==> src/rtl/uart_rx_os.sv <==
// uart_rx_os: oversampling UART receiver with majority-vote sampling, error/break detection and show-ahead FIFO
module uart_rx_os #(
    parameter int CLK_FREQ   = 1000000,
    parameter int BAUD_RATE  = 9600,
    parameter int OVERSAMPLE = 16,
    parameter int DATA_BITS  = 8,
    parameter bit PARITY_EN  = 1'b0,
    parameter bit PARITY_ODD = 1'b0,
    parameter int STOP_BITS  = 1,
    parameter int FIFO_DEPTH = 4
) (
    input  logic                         clk,
    input  logic                         rst,
    input  logic                         rx,
    input  logic                         rd_en,
    output logic                         rx_valid,
    output logic [DATA_BITS-1:0]         rx_data,
    output logic                         rx_frame_err,
    output logic                         rx_parity_err,
    output logic                         overrun,
    output logic                         break_det,
    output logic [$clog2(FIFO_DEPTH):0]  fifo_count
);
    localparam int DIV = CLK_FREQ / (BAUD_RATE * OVERSAMPLE);
    localparam int DW  = DIV > 1 ? $clog2(DIV) : 1;
    localparam int SW  = $clog2(OVERSAMPLE);
    localparam int M   = OVERSAMPLE / 2;
    localparam int BW  = $clog2(DATA_BITS) + 1;
    localparam int AW  = $clog2(FIFO_DEPTH);
    localparam int FW  = DATA_BITS + 2;

    typedef enum logic [2:0] {IDLE, START, DATA, PARITY, STOP, BREAK} state_t;

    state_t               state_q, state_d;
    logic [DW-1:0]        div_q;
    logic [1:0]           sync_q;
    logic [SW-1:0]        sc_q, sc_d;
    logic [1:0]           smp_q, smp_d;
    logic [BW-1:0]        bi_q, bi_d;
    logic [DATA_BITS-1:0] data_q, data_d;
    logic                 par_err_q, par_err_d, par_bit_q, par_bit_d;
    logic                 frame_err_q, frame_err_d, stop0_q, stop0_d;
    logic                 tick, rxs, vote, decide, fe_now, first_stop, push, brk;
    logic [FW-1:0]        mem_q [FIFO_DEPTH];
    logic [AW-1:0]        wr_q, rd_q;
    logic [AW:0]          count_q;
    logic                 full, pop, wr;

    assign tick   = div_q == DW'(DIV - 1);
    assign rxs    = sync_q[1];
    assign vote   = (smp_q[0] & smp_q[1]) | (smp_q[0] & rxs) | (smp_q[1] & rxs);
    assign decide = tick && sc_q == SW'(M + 1);

    // free-running oversample tick, never re-phased by the line
    always_ff @(posedge clk or posedge rst) begin
        if (rst) div_q <= '0;
        else div_q <= tick ? '0 : div_q + DW'(1);
    end

    // two-flop synchroniser, reset to the idle level
    always_ff @(posedge clk or posedge rst) begin
        if (rst) sync_q <= 2'b11;
        else sync_q <= {sync_q[0], rx};
    end

    // FSM state and frame datapath registers
    always_ff @(posedge clk or posedge rst) begin
        if (rst) begin
            state_q     <= IDLE;
            sc_q        <= '0;
            smp_q       <= '0;
            bi_q        <= '0;
            data_q      <= '0;
            par_err_q   <= 1'b0;
            par_bit_q   <= 1'b0;
            frame_err_q <= 1'b0;
            stop0_q     <= 1'b0;
        end else begin
            state_q     <= state_d;
            sc_q        <= sc_d;
            smp_q       <= smp_d;
            bi_q        <= bi_d;
            data_q      <= data_d;
            par_err_q   <= par_err_d;
            par_bit_q   <= par_bit_d;
            frame_err_q <= frame_err_d;
            stop0_q     <= stop0_d;
        end
    end

    // next-state: sample counter, vote capture, bit decisions and push/break generation
    always_comb begin
        state_d     = state_q;
        sc_d        = sc_q;
        smp_d       = smp_q;
        bi_d        = bi_q;
        data_d      = data_q;
        par_err_d   = par_err_q;
        par_bit_d   = par_bit_q;
        frame_err_d = frame_err_q;
        stop0_d     = stop0_q;
        push        = 1'b0;
        brk         = 1'b0;
        fe_now      = frame_err_q | ~vote;
        first_stop  = bi_q == '0 ? vote : stop0_q;
        if (state_q != IDLE && state_q != BREAK && tick) begin
            sc_d = sc_q == SW'(OVERSAMPLE - 1) ? '0 : sc_q + SW'(1);
            if (sc_q == SW'(M - 1)) smp_d[0] = rxs;
            if (sc_q == SW'(M)) smp_d[1] = rxs;
        end
        case (state_q)
            IDLE: if (tick && !rxs) begin
                state_d     = START;
                sc_d        = '0;
                bi_d        = '0;
                frame_err_d = 1'b0;
                par_err_d   = 1'b0;
                par_bit_d   = 1'b0;
            end
            START: if (decide) state_d = vote ? IDLE : DATA;
            DATA: if (decide) begin
                data_d = {vote, data_q[DATA_BITS-1:1]};
                bi_d   = bi_q + BW'(1);
                if (bi_q == BW'(DATA_BITS - 1)) begin
                    bi_d    = '0;
                    state_d = PARITY_EN ? PARITY : STOP;
                end
            end
            PARITY: if (decide) begin
                par_bit_d = vote;
                par_err_d = ^data_q ^ vote ^ PARITY_ODD;
                state_d   = STOP;
            end
            STOP: if (decide) begin
                frame_err_d = fe_now;
                stop0_d     = first_stop;
                bi_d        = bi_q + BW'(1);
                if (bi_q == BW'(STOP_BITS - 1)) begin
                    brk     = data_q == '0 && !par_bit_q && !first_stop;
                    push    = !brk;
                    state_d = brk ? BREAK : IDLE;
                end
            end
            BREAK: if (tick && rxs) state_d = IDLE;
            default: state_d = IDLE;
        endcase
    end

    assign full = count_q == (AW + 1)'(FIFO_DEPTH);
    assign pop  = rd_en && count_q != '0;
    assign wr   = push && (!full || pop);

    // FIFO storage; word is {parity_err, frame_err, data}
    always_ff @(posedge clk) begin
        if (wr) mem_q[wr_q] <= {par_err_q, fe_now, data_q};
    end

    // FIFO pointers, occupancy and registered event pulses
    always_ff @(posedge clk or posedge rst) begin
        if (rst) begin
            wr_q      <= '0;
            rd_q      <= '0;
            count_q   <= '0;
            overrun   <= 1'b0;
            break_det <= 1'b0;
        end else begin
            wr_q      <= wr_q + AW'(wr);
            rd_q      <= rd_q + AW'(pop);
            count_q   <= count_q + (AW + 1)'(wr) - (AW + 1)'(pop);
            overrun   <= push && full && !pop;
            break_det <= brk;
        end
    end

    assign rx_valid   = count_q != '0;
    assign fifo_count = count_q;
    assign {rx_parity_err, rx_frame_err, rx_data} = rx_valid ? mem_q[rd_q] : '0;
endmodule

==> config.mk <==
export PLATFORM = sky130hd
export DESIGN_NAME = uart_rx_os
export DESIGN_NICKNAME = d
export VERILOG_FILES = /design/src/rtl/uart_rx_os.sv
export SDC_FILE = /design/constraint.sdc
export NUM_CORES = 1
export LEC_CHECK = 0
export CORE_MARGIN = 3
export CORE_UTILIZATION = 25
export DETAILED_ROUTE_END_ITERATION = 6
export GPL_TIMING_DRIVEN = 0
export PLACE_DENSITY_LB_ADDON = 0.2
export SYNTH_ARGS = -nofsm -noshare
export SYNTH_HDL_FRONTEND = slang
export SYNTH_SLANG_ARGS = --single-unit
==> constraint.sdc <==
create_clock -name clk -period 3.9 [get_ports clk]
set_input_delay 0.78 -clock clk [delete_from_list [all_inputs] [get_ports clk]]
set_output_delay 0.78 -clock clk [all_outputs]
set_load 0.05 [all_outputs]
Word-level counts from Yosys, hierarchy flattened
Memories as Yosys holds them, arrays and structs flattened.
Index checks and enable logic that the tools add are counted.
{"block": "word_totals", "reg_bits": 39, "ramBits": 40, "out_inout_bits": 16, "elab_cells": 127, "n_memories": 1}
{"memory": "mem_q", "words": 4, "width": 10, "read_ports": 1, "rd_ports_with_merged_regs": 0, "wr": 1, "line_no": "44", "text": "logic [FW-1:0] mem_q [FIFO_DEPTH];"}
{"block": "classes", "add_sub_neg": 7, "n_eq_ne": 21, "n_mux": 38, "bitwise": 8, "reduce_logical": 35}
{"cell": "$mux 4", "n": 8}
{"cell": "$mux 3", "n": 10}
{"cell": "$pmux 3 s6", "n": 1}
{"cell": "$ne 2x2->1 const B", "n": 8}
{"cell": "$mux 1", "n": 13}
{"cell": "$eq 3x3->1 const B", "n": 4}
{"cell": "$eq 4x4->1 const B", "n": 3}
{"cell": "$pmux 4 s3", "n": 1}
{"cell": "$logic_and 1x1->1", "n": 11}
{"cell": "$mux 10", "n": 1}
{"cell": "$reduce_bool 3->1", "n": 3}
{"cell": "$add 4x1->4 const B", "n": 2}
{"cell": "$eq 4x3->1 const B", "n": 2}
{"cell": "$logic_not 8->1", "n": 1}
{"cell": "$reduce_and 2->1", "n": 4}
{"cell": "$reduce_and 8->1", "n": 1}
{"cell": "$reduce_xor 8->1", "n": 1}
{"cell": "$eq 3x2->1 const B", "n": 2}
{"cell": "$logic_not 1->1", "n": 6}
{"cell": "$pmux 1 s2", "n": 3}
{"cell": "$reduce_and 3->1", "n": 2}
{"cell": "$add 2x1->2", "n": 2}
{"cell": "$logic_not 4->1", "n": 1}
{"cell": "$reduce_and 4->1", "n": 1}
{"cell": "other kinds (13)", "n": 18}

Logic depth before layout (Yosys ltp)
Gate-level depths: netlist of the first run.
{"block": "depth", "word_depth": 13, "mapped_depth": 13}

Worst setup path after synthesis of the first run
Ideal clock, no wire load.
{"block": "synth_timing", "kind": "in2reg", "start": "in rd_en", "end": "reg count_q[2] (netlist: fifo_count[2])", "setup_time_ns": 0.145, "arrival_ns": 2.509, "slack_ns": 1.246, "stages": 9, "path_buffers": 0, "cell_sequence": "or4b_1 nand3b_4 ha_1 inv_1 ha_1 inv_1 fa_1 xnor2_1 xnor2_1"}
{"block": "synth_via", "elab_chain_cells": 5}
{"item": "from (decl)", "line_no": "15", "text": "input logic rd_en,"}
{"item": "$logic_and 1x1->1 (*)", "line_no": "150", "text": "assign pop = rd_en && count_q != '0;"}
{"item": "$logic_or 1x1->1", "line_no": "151", "text": "assign wr = push && (!full || pop);"}
{"item": "$logic_and 1x1->1", "line_no": "151"}
{"item": "$add 3x1->3", "line_no": "169", "text": "count_q <= count_q + (AW + 1)'(wr) - (AW + 1)'(pop);"}
{"item": "$sub 3x1->3 (*)", "line_no": "169"}
{"item": "to (signal assigned)", "line_no": "169"}
{"item": "to (decl)", "line_no": "46", "text": "logic [AW:0] count_q;"}
Mark *: on every way between the ends. The rest lies on a longest branch, timed or not.
A chain may end at the register's enable or synchronous reset.

Worst setup path after layout of the first run
{"block": "layout_timing", "start": "reg rd_q[1]", "end": "out rx_data[6]"}
{"block": "layout_via", "elab_chain_cells": 2}
{"item": "from (decl)", "line_no": "45", "text": "logic [AW-1:0] wr_q, rd_q;"}
{"item": "from (signal assigned)", "line_no": "168", "text": "rd_q <= rd_q + AW'(pop);"}
{"item": "$mem_v2 4x10"}
{"item": "$mux 10", "line_no": "177", "text": "assign {rx_parity_err, rx_frame_err, rx_data} = rx_valid ? mem_q[rd_q] : '0;"}
{"item": "to (decl)", "line_no": "17", "text": "output logic [DATA_BITS-1:0] rx_data,"}
No other way between the ends.

==> flow_summary.ini, run 1 <==
[floorplan]
core_region_area_um2 = 14150
dieArea_um2 = 16240
die_x_um = 127.4
die_h_um = 127.4
start_util = 0.2605
num_io_pins = 20
rows = 43

[global_routing]
grt.total_usage = 0.09003
grt_max_degree = 40
grt_pass1_wl_mm = 11.45
antenna_found_initial = 0
grt_pass1_vias = 2117
grt_overflow = 0

[synth]
syn-num-nets = 289
synth.distinct_cells = 53
yosys-top-cells-area = edfxtp_1 (33%), dfrtp_1 (25%), mux4_2 (6.1%), ha_1 (4.4%), o21ai_0 (2.3%)
syn_area_per_cell_um2 = 13.60
synth_ff_type = edfxtp_1
yosysTopAreaCellShare = 0.3259
yosysWarnings = 0
synth_cells = 271
ys_seq_area_frac = 0.5913
synth-edff-count = 40
synth_area_um2 = 3686
synth_top_cell_by_area = edfxtp_1
synth_seq_cells = 79
ys_async_sr_fraction = 0.4937

[clock_network]
htree_levels = 3
cts_buffers = 9
cts_hold_buf = 0
clockRootBuffer = clkbuf_16
clockBufferDepth = 2
clkTransAtPathRegs_ns = 0.06
cts.sink_count = 79
cts_tree = built
post_cts_buffers = 0
clk_latency_ns = 0.33
cts_resized = 0

[worst_setup_path]
critPathMaxFanout = 10
critPathRequiredTime_ns = 3.12
cp.arrival_ns = 2.49
slowest_delay_ns = 0.82
ff2ff_path_depth = 13
slowest_stage = clkdlybuf4s50_1
worstPathCellList = clkbuf_1, mux4_2, nor2b_1, clkdlybuf4s50_1
worstSetupPathType = reg2out
crit_start = rd_q[1]
crit_path_end_kind = output pin
cp-start-kind = flip-flop
r2r-start = sc_q[1]

[min_path]
min_path_type = reg2reg
hp-start = sync_q[0]
hold_path_depth = 0

[final_layout]
final_cell_mix = edfxtp_1 (40), dfrtp_1 (37), nand2_1 (22)
instances_no_fill = 487
n_antenna_cell = 0
final_common_cell = edfxtp_1
num-nets-final = 320
area.growth.synth_to_final_pct = 20.20
drive_gt1_frac = 0.1954

[sta]
min_period_ns = 3.272
hold_violations = 0
fin_ws_ns = 0.6282
worst-slew-pin-transition_ns = 0.8916
slew_headroom = 0.4030
rsz0062_at_grt = false
setup_viol = 0
max_freq_ghz = 0.3056
slew_viol_final = 0
fin_crit_sh = 0.8389
finClkSkew_ns = 0.006679
setup-tns-final_ns = 0

[place]
place_ws_ns = 0.7591
finalWeightedCongestion = 0.7467
placed_cells = 471
dp_hpwl_mm = 4.693
portBuffers = 19

[pwr]
p_sw_frac = 0.3398
internal_power_mw = 1.763
p_comb_frac = 0.303
peakVddDrop_mv = 0.1901
powerDensity_nw_per_um2 = 602.6
p_seq_frac = 0.378
power_frac_clock = 0.319
total_power_mw = 2.670
p_switching_mw = 0.9070
p_leak_nw = 1.763

[drt]
wirelength_mm = 6.711
drt_iter0_markers = 77
ant_nets = 0
firstDrtPassIters = 4
wl_per_cell_um = 13.78
drc = 0
vias_per_cell = 4.285
vias = 2087

[job]
maxCapViolCount = 0

[run_status]
status = complete, no violations
synthesized netlist by cell type, drive strengths merged (3+ instances only):
master and count:
nor3b 4, mux2 4, inv 20, and2b 3, dfrtp 37, nor2b 12
mux4 10, buf 5, ha 13, nor2 13, mux2i 3, a311oi 3
xor2 3, o21ai 19, edfxtp 40, xnor2 6, nand3 10, nor3 9
nand3b 5, a21oi 5, nand2 22
final timing paths:
| check | to | slack [ns] |
|---|---|---|
| max in group asynchronous | sc_q[3] | 2.41 |
| worst min-delay path | sync_q[1] | 0.36 |
| worst max register to register | fifo_count[2] | 1.20 |
| worst min register to register | sync_q[1] | 0.36 |
| worst max-delay path | rx_data[6] | 0.63 |
| min in group asynchronous | bi_q[1] | 0.94 |
metrics by stage:
stage          cell area, um2    util  hold WS, ns
2_1_floorplan            3686       -       0.3452
3_3_place_gp             4101  0.2899       0.3497
3_5_place_dp             4128  0.2917       0.3529
4_1_cts                  4431  0.3131       0.3623
5_1_grt                  4431  0.3131       0.3667
6_report                 4431  0.3131       0.3582
state kept, by name, indices dropped and copies added (netlist names):
register and cells:
mem_q 40, wr_q 2, div_q 3, par_bit_q 1
rd_q 2, smp_q 2, break_det 1, stop0_q 1
fifo_count 3, sync_q 2, frame_err_q 1, overrun 1
data_q 8, par_err_q 1, state_q 3, sc_q 4
bi_q 4
area by class of cell:
| cell class | count | area, um2 |
|---|---|---|
| multi-input combinational | 165 | 1403 |
| inverter | 20 | 75.07 |
| timing repair buffer | 20 | 201.4 |
| clock buffer | 9 | 225.2 |
| fill | 1402 | 9719 |
| sequential | 79 | 2180 |
| buffer | 7 | 43.79 |
| clock inverter | 7 | 77.57 |
| tap | 180 | 225.2 |
critical path: cells and delay by family (launching register included):
family                 cells  cell delay (ns)
buffers and inverters      2             1.34
flip-flops                 1             0.35
multiplexers               1             0.33
AND/OR/NAND/NOR            1             0.14
kinds of logic (layout without fill, tap and decap cells):
| logic type | count (synthesis) | after routing | share of synthesized area |
|---|---|---|---|
| buffers and inverters | 27 | 63 | 0.03225 |
| DFF | 79 | 79 | 0.5913 |
| and+or+nand+nor | 90 | 90 | 0.1538 |
| muxes | 17 | 17 | 0.08147 |
| adders and majority gates | 15 | 15 | 0.05228 |
| AOI/OAI and AO/OA | 34 | 34 | 0.06755 |
| xor gates and xnor gates | 9 | 9 | 0.02139 |
metal layers:
layer / up-vias / track usage / share of wire
met3: 7 / 0.03010 / 0.034
met4: 0 / 0.02271 / 0.011
met2: 27 / 0.1459 / 0.49
met1: 1012 / 0.1163 / 0.47
li1: 1041 / - / -
met5: - / 0 / 0
power groups by stage:
stage	Clock [mW]	Combinational, mW	Sequential [mW]
floorplan	0	0.565	1.06
global placement	0	0.816	1.03
detailed placement	0	0.818	1.03
CTS	0.882	0.823	1.01
global route	0.918	0.885	1.02
finish	0.853	0.808	1.01
Power figures use the tool's default switching activity.
==> inputs of run 2 (changes only) <==
clock period = 3.3 ns   (was 3.9 ns; I/O delays follow)
==> run 2 against run 1 <==
Effect of this change:
- sequential share of layout area hardly changed
- first-iteration DRC count is the same
- final cell count unchanged
- core utilization about the same
- clock skew did not move
- via count about the same
- clock-buffer cell count stayed put
- sequential power is 18% higher
- register-to-register slack worse by 0.60 ns
- die area unchanged
- worst setup slack lost 0.42 ns
- highest routed layer unchanged
==> flow_summary.ini, run 2 (synthesized netlist as in run 1, its figures left out) <==
[clock_network]
cts.sink_count = 79
cts_buffers = 9
clkTransAtPathRegs_ns = 0.06
post_cts_buffers = 0
clockBufferDepth = 2
htree_levels = 3
clockRootBuffer = clkbuf_16
cts_tree = built
clk_latency_ns = 0.33

[worst_setup_path]
worst-path-buf-inv = 2
critPathMaxFanout = 10
slowest_delay_ns = 0.70
worstPathCellList = buf_2, mux4_2, nor2b_1, clkdlybuf4s50_1
critPathRequiredTime_ns = 2.64
worstSetupPathType = reg2out
crit_path_end_kind = output pin
cp.arrival_ns = 2.43
path_delay_family = buffers and inverters
cp-start-kind = flip-flop
slowest_stage = clkdlybuf4s50_1

[sta]
rsz0062_at_grt = false
setup-tns-final_ns = 0
hold_violations = 0
max_freq_ghz = 0.3233
slew_viol_final = 0
worst-slew-pin-transition_ns = 0.8916
finClkSkew_ns = 0.006679
fin_ws_ns = 0.2071
slew_headroom = 0.4030
min_period_ns = 3.093
setup_viol = 0
fin_crit_sh = 0.9372

[pwr]
p_leak_nw = 1.770
powerDensity_nw_per_um2 = 712.0
peakVddDrop_mv = 0.2246
internal_power_mw = 2.085
power_frac_clock = 0.319
p_sw_frac = 0.3394
p_seq_frac = 0.378
p_switching_mw = 1.071
p_comb_frac = 0.303

[global_routing]
grt_pass1_vias = 2117
grt.total_usage = 0.09003
antenna_found_initial = 0
grt_overflow = 0
grt_max_degree = 40
grt_pass1_wl_mm = 11.45

[run_status]
status = complete, no violations

[drt]
drc = 0
wl_met3_um = 229
vias = 2085
wl_per_cell_um = 13.77
ant_nets = 0
wl_met1_mm = 3.144
firstDrtPassIters = 4
drt_iter0_markers = 77
vias_per_cell = 4.281
maxUsedRoutingLayer = met4
wirelength_mm = 6.706
wl_met2_mm = 3.255

[final_layout]
drive_gt1_frac = 0.2020
final_common_cell = edfxtp_1
num-nets-final = 320
top_register = mem_q
area.growth.synth_to_final_pct = 20.26
largest_registers = mem_q (40), data_q (8)
final_cell_mix = edfxtp_1 (40), dfrtp_1 (37), nand2_1 (22)
n_antenna_cell = 0
largest_reg_flops = 40

[place]
place_ws_ns = 0.2791
portBuffers = 19
dp_hpwl_mm = 4.693
finalWeightedCongestion = 0.7467

[job]
maxCapViolCount = 0

[min_path]
min_path_type = reg2reg

[floorplan]
die_x_um = 127.4
die_h_um = 127.4
rows = 43
num_io_pins = 20
core_region_area_um2 = 14150
dieArea_um2 = 16240
start_util = 0.2605
run 2: cell counts in the layout (fill, tap and decap cells not counted):
Identical to the previous run, type by type.
run 2: per-layer routing:
| layer | vias to the layer above | track usage |
|---|---|---|
| li1 | 1041 | - |
| met1 | 1010 | 0.1163 |
| met2 | 27 | 0.1459 |
| met3 | 7 | 0.03010 |
| met4 | 0 | 0.02271 |
| met5 | - | 0 |
run 2: cell type report:
cell class	instances	area, um2
multi-input combinational	165	1403
clock inverter	7	77.57
tap	180	225.2
sequential	79	2180
fill	1400	9717
buffer	7	46.29
clock buffer	9	225.2
inverter	20	75.07
timing repair buffer	20	201.4
run 2: stage by stage:
step / hold slack (ns) / std cells / power, mW / instance area, um2 / utilization
2_1_floorplan: 0.3452 / 271 / 1.926 / 3686 / -
3_3_place_gp: 0.3497 / 470 / 2.179 / 4101 / 0.2899
3_5_place_dp: 0.3529 / 471 / 2.178 / 4128 / 0.2917
4_1_cts: 0.3623 / 487 / 3.209 / 4431 / 0.3131
5_1_grt: 0.3667 / 487 / 3.343 / 4433 / 0.3133
6_report: 0.3582 / 487 / 3.156 / 4433 / 0.3133
run 2: repair_timing:
item,CTS,global route
resized for setup,0,4
hold buffers,0,0
endpoints found under the setup margin,0,10
run 2: power by group through the flow:
stage / Combinational (mW) / Clock, mW / Sequential [mW]
finish: 0.956 / 1.01 / 1.19
global route: 1.05 / 1.09 / 1.21
CTS: 0.973 / 1.04 / 1.19
detailed placement: 0.966 / 0 / 1.21
global placement: 0.965 / 0 / 1.21
floorplan: 0.668 / 0 / 1.26
run 2: final timing paths:
| check | cells after the start | slack [ns] | start | end |
|---|---|---|---|---|
| setup / recovery | 4 | 0.21 | rd_q[0] | rx_data[4] |
| hold / removal | 0 | 0.36 | sync_q[0] | sync_q[1] |
| setup reg to reg | 13 | 0.60 | sc_q[1] | fifo_count[2] |
| hold reg to reg | 0 | 0.36 | sync_q[0] | sync_q[1] |
| max in group asynchronous | 2 | 1.93 | rst | sc_q[3] |
| min in group asynchronous | 2 | 0.82 | rst | bi_q[1] |
==> inputs of run 3 (changes only) <==
clock period = 3.8 ns   (was 3.3 ns; I/O delays follow)
==> results of run 3 <==
The final DEF is identical to that of run 1. Status: complete, no violations.
Main changes from that run: setup slack after placement 0.7591 ns -> 0.6791 ns; setup slack after layout 0.6282 ns -> 0.5482 ns; register-to-register setup slack 1.20 ns -> 1.10 ns; total power 2.670 mW -> 2.740 mW; worst IR drop on VDD 0.1901 mV -> 0.1951 mV
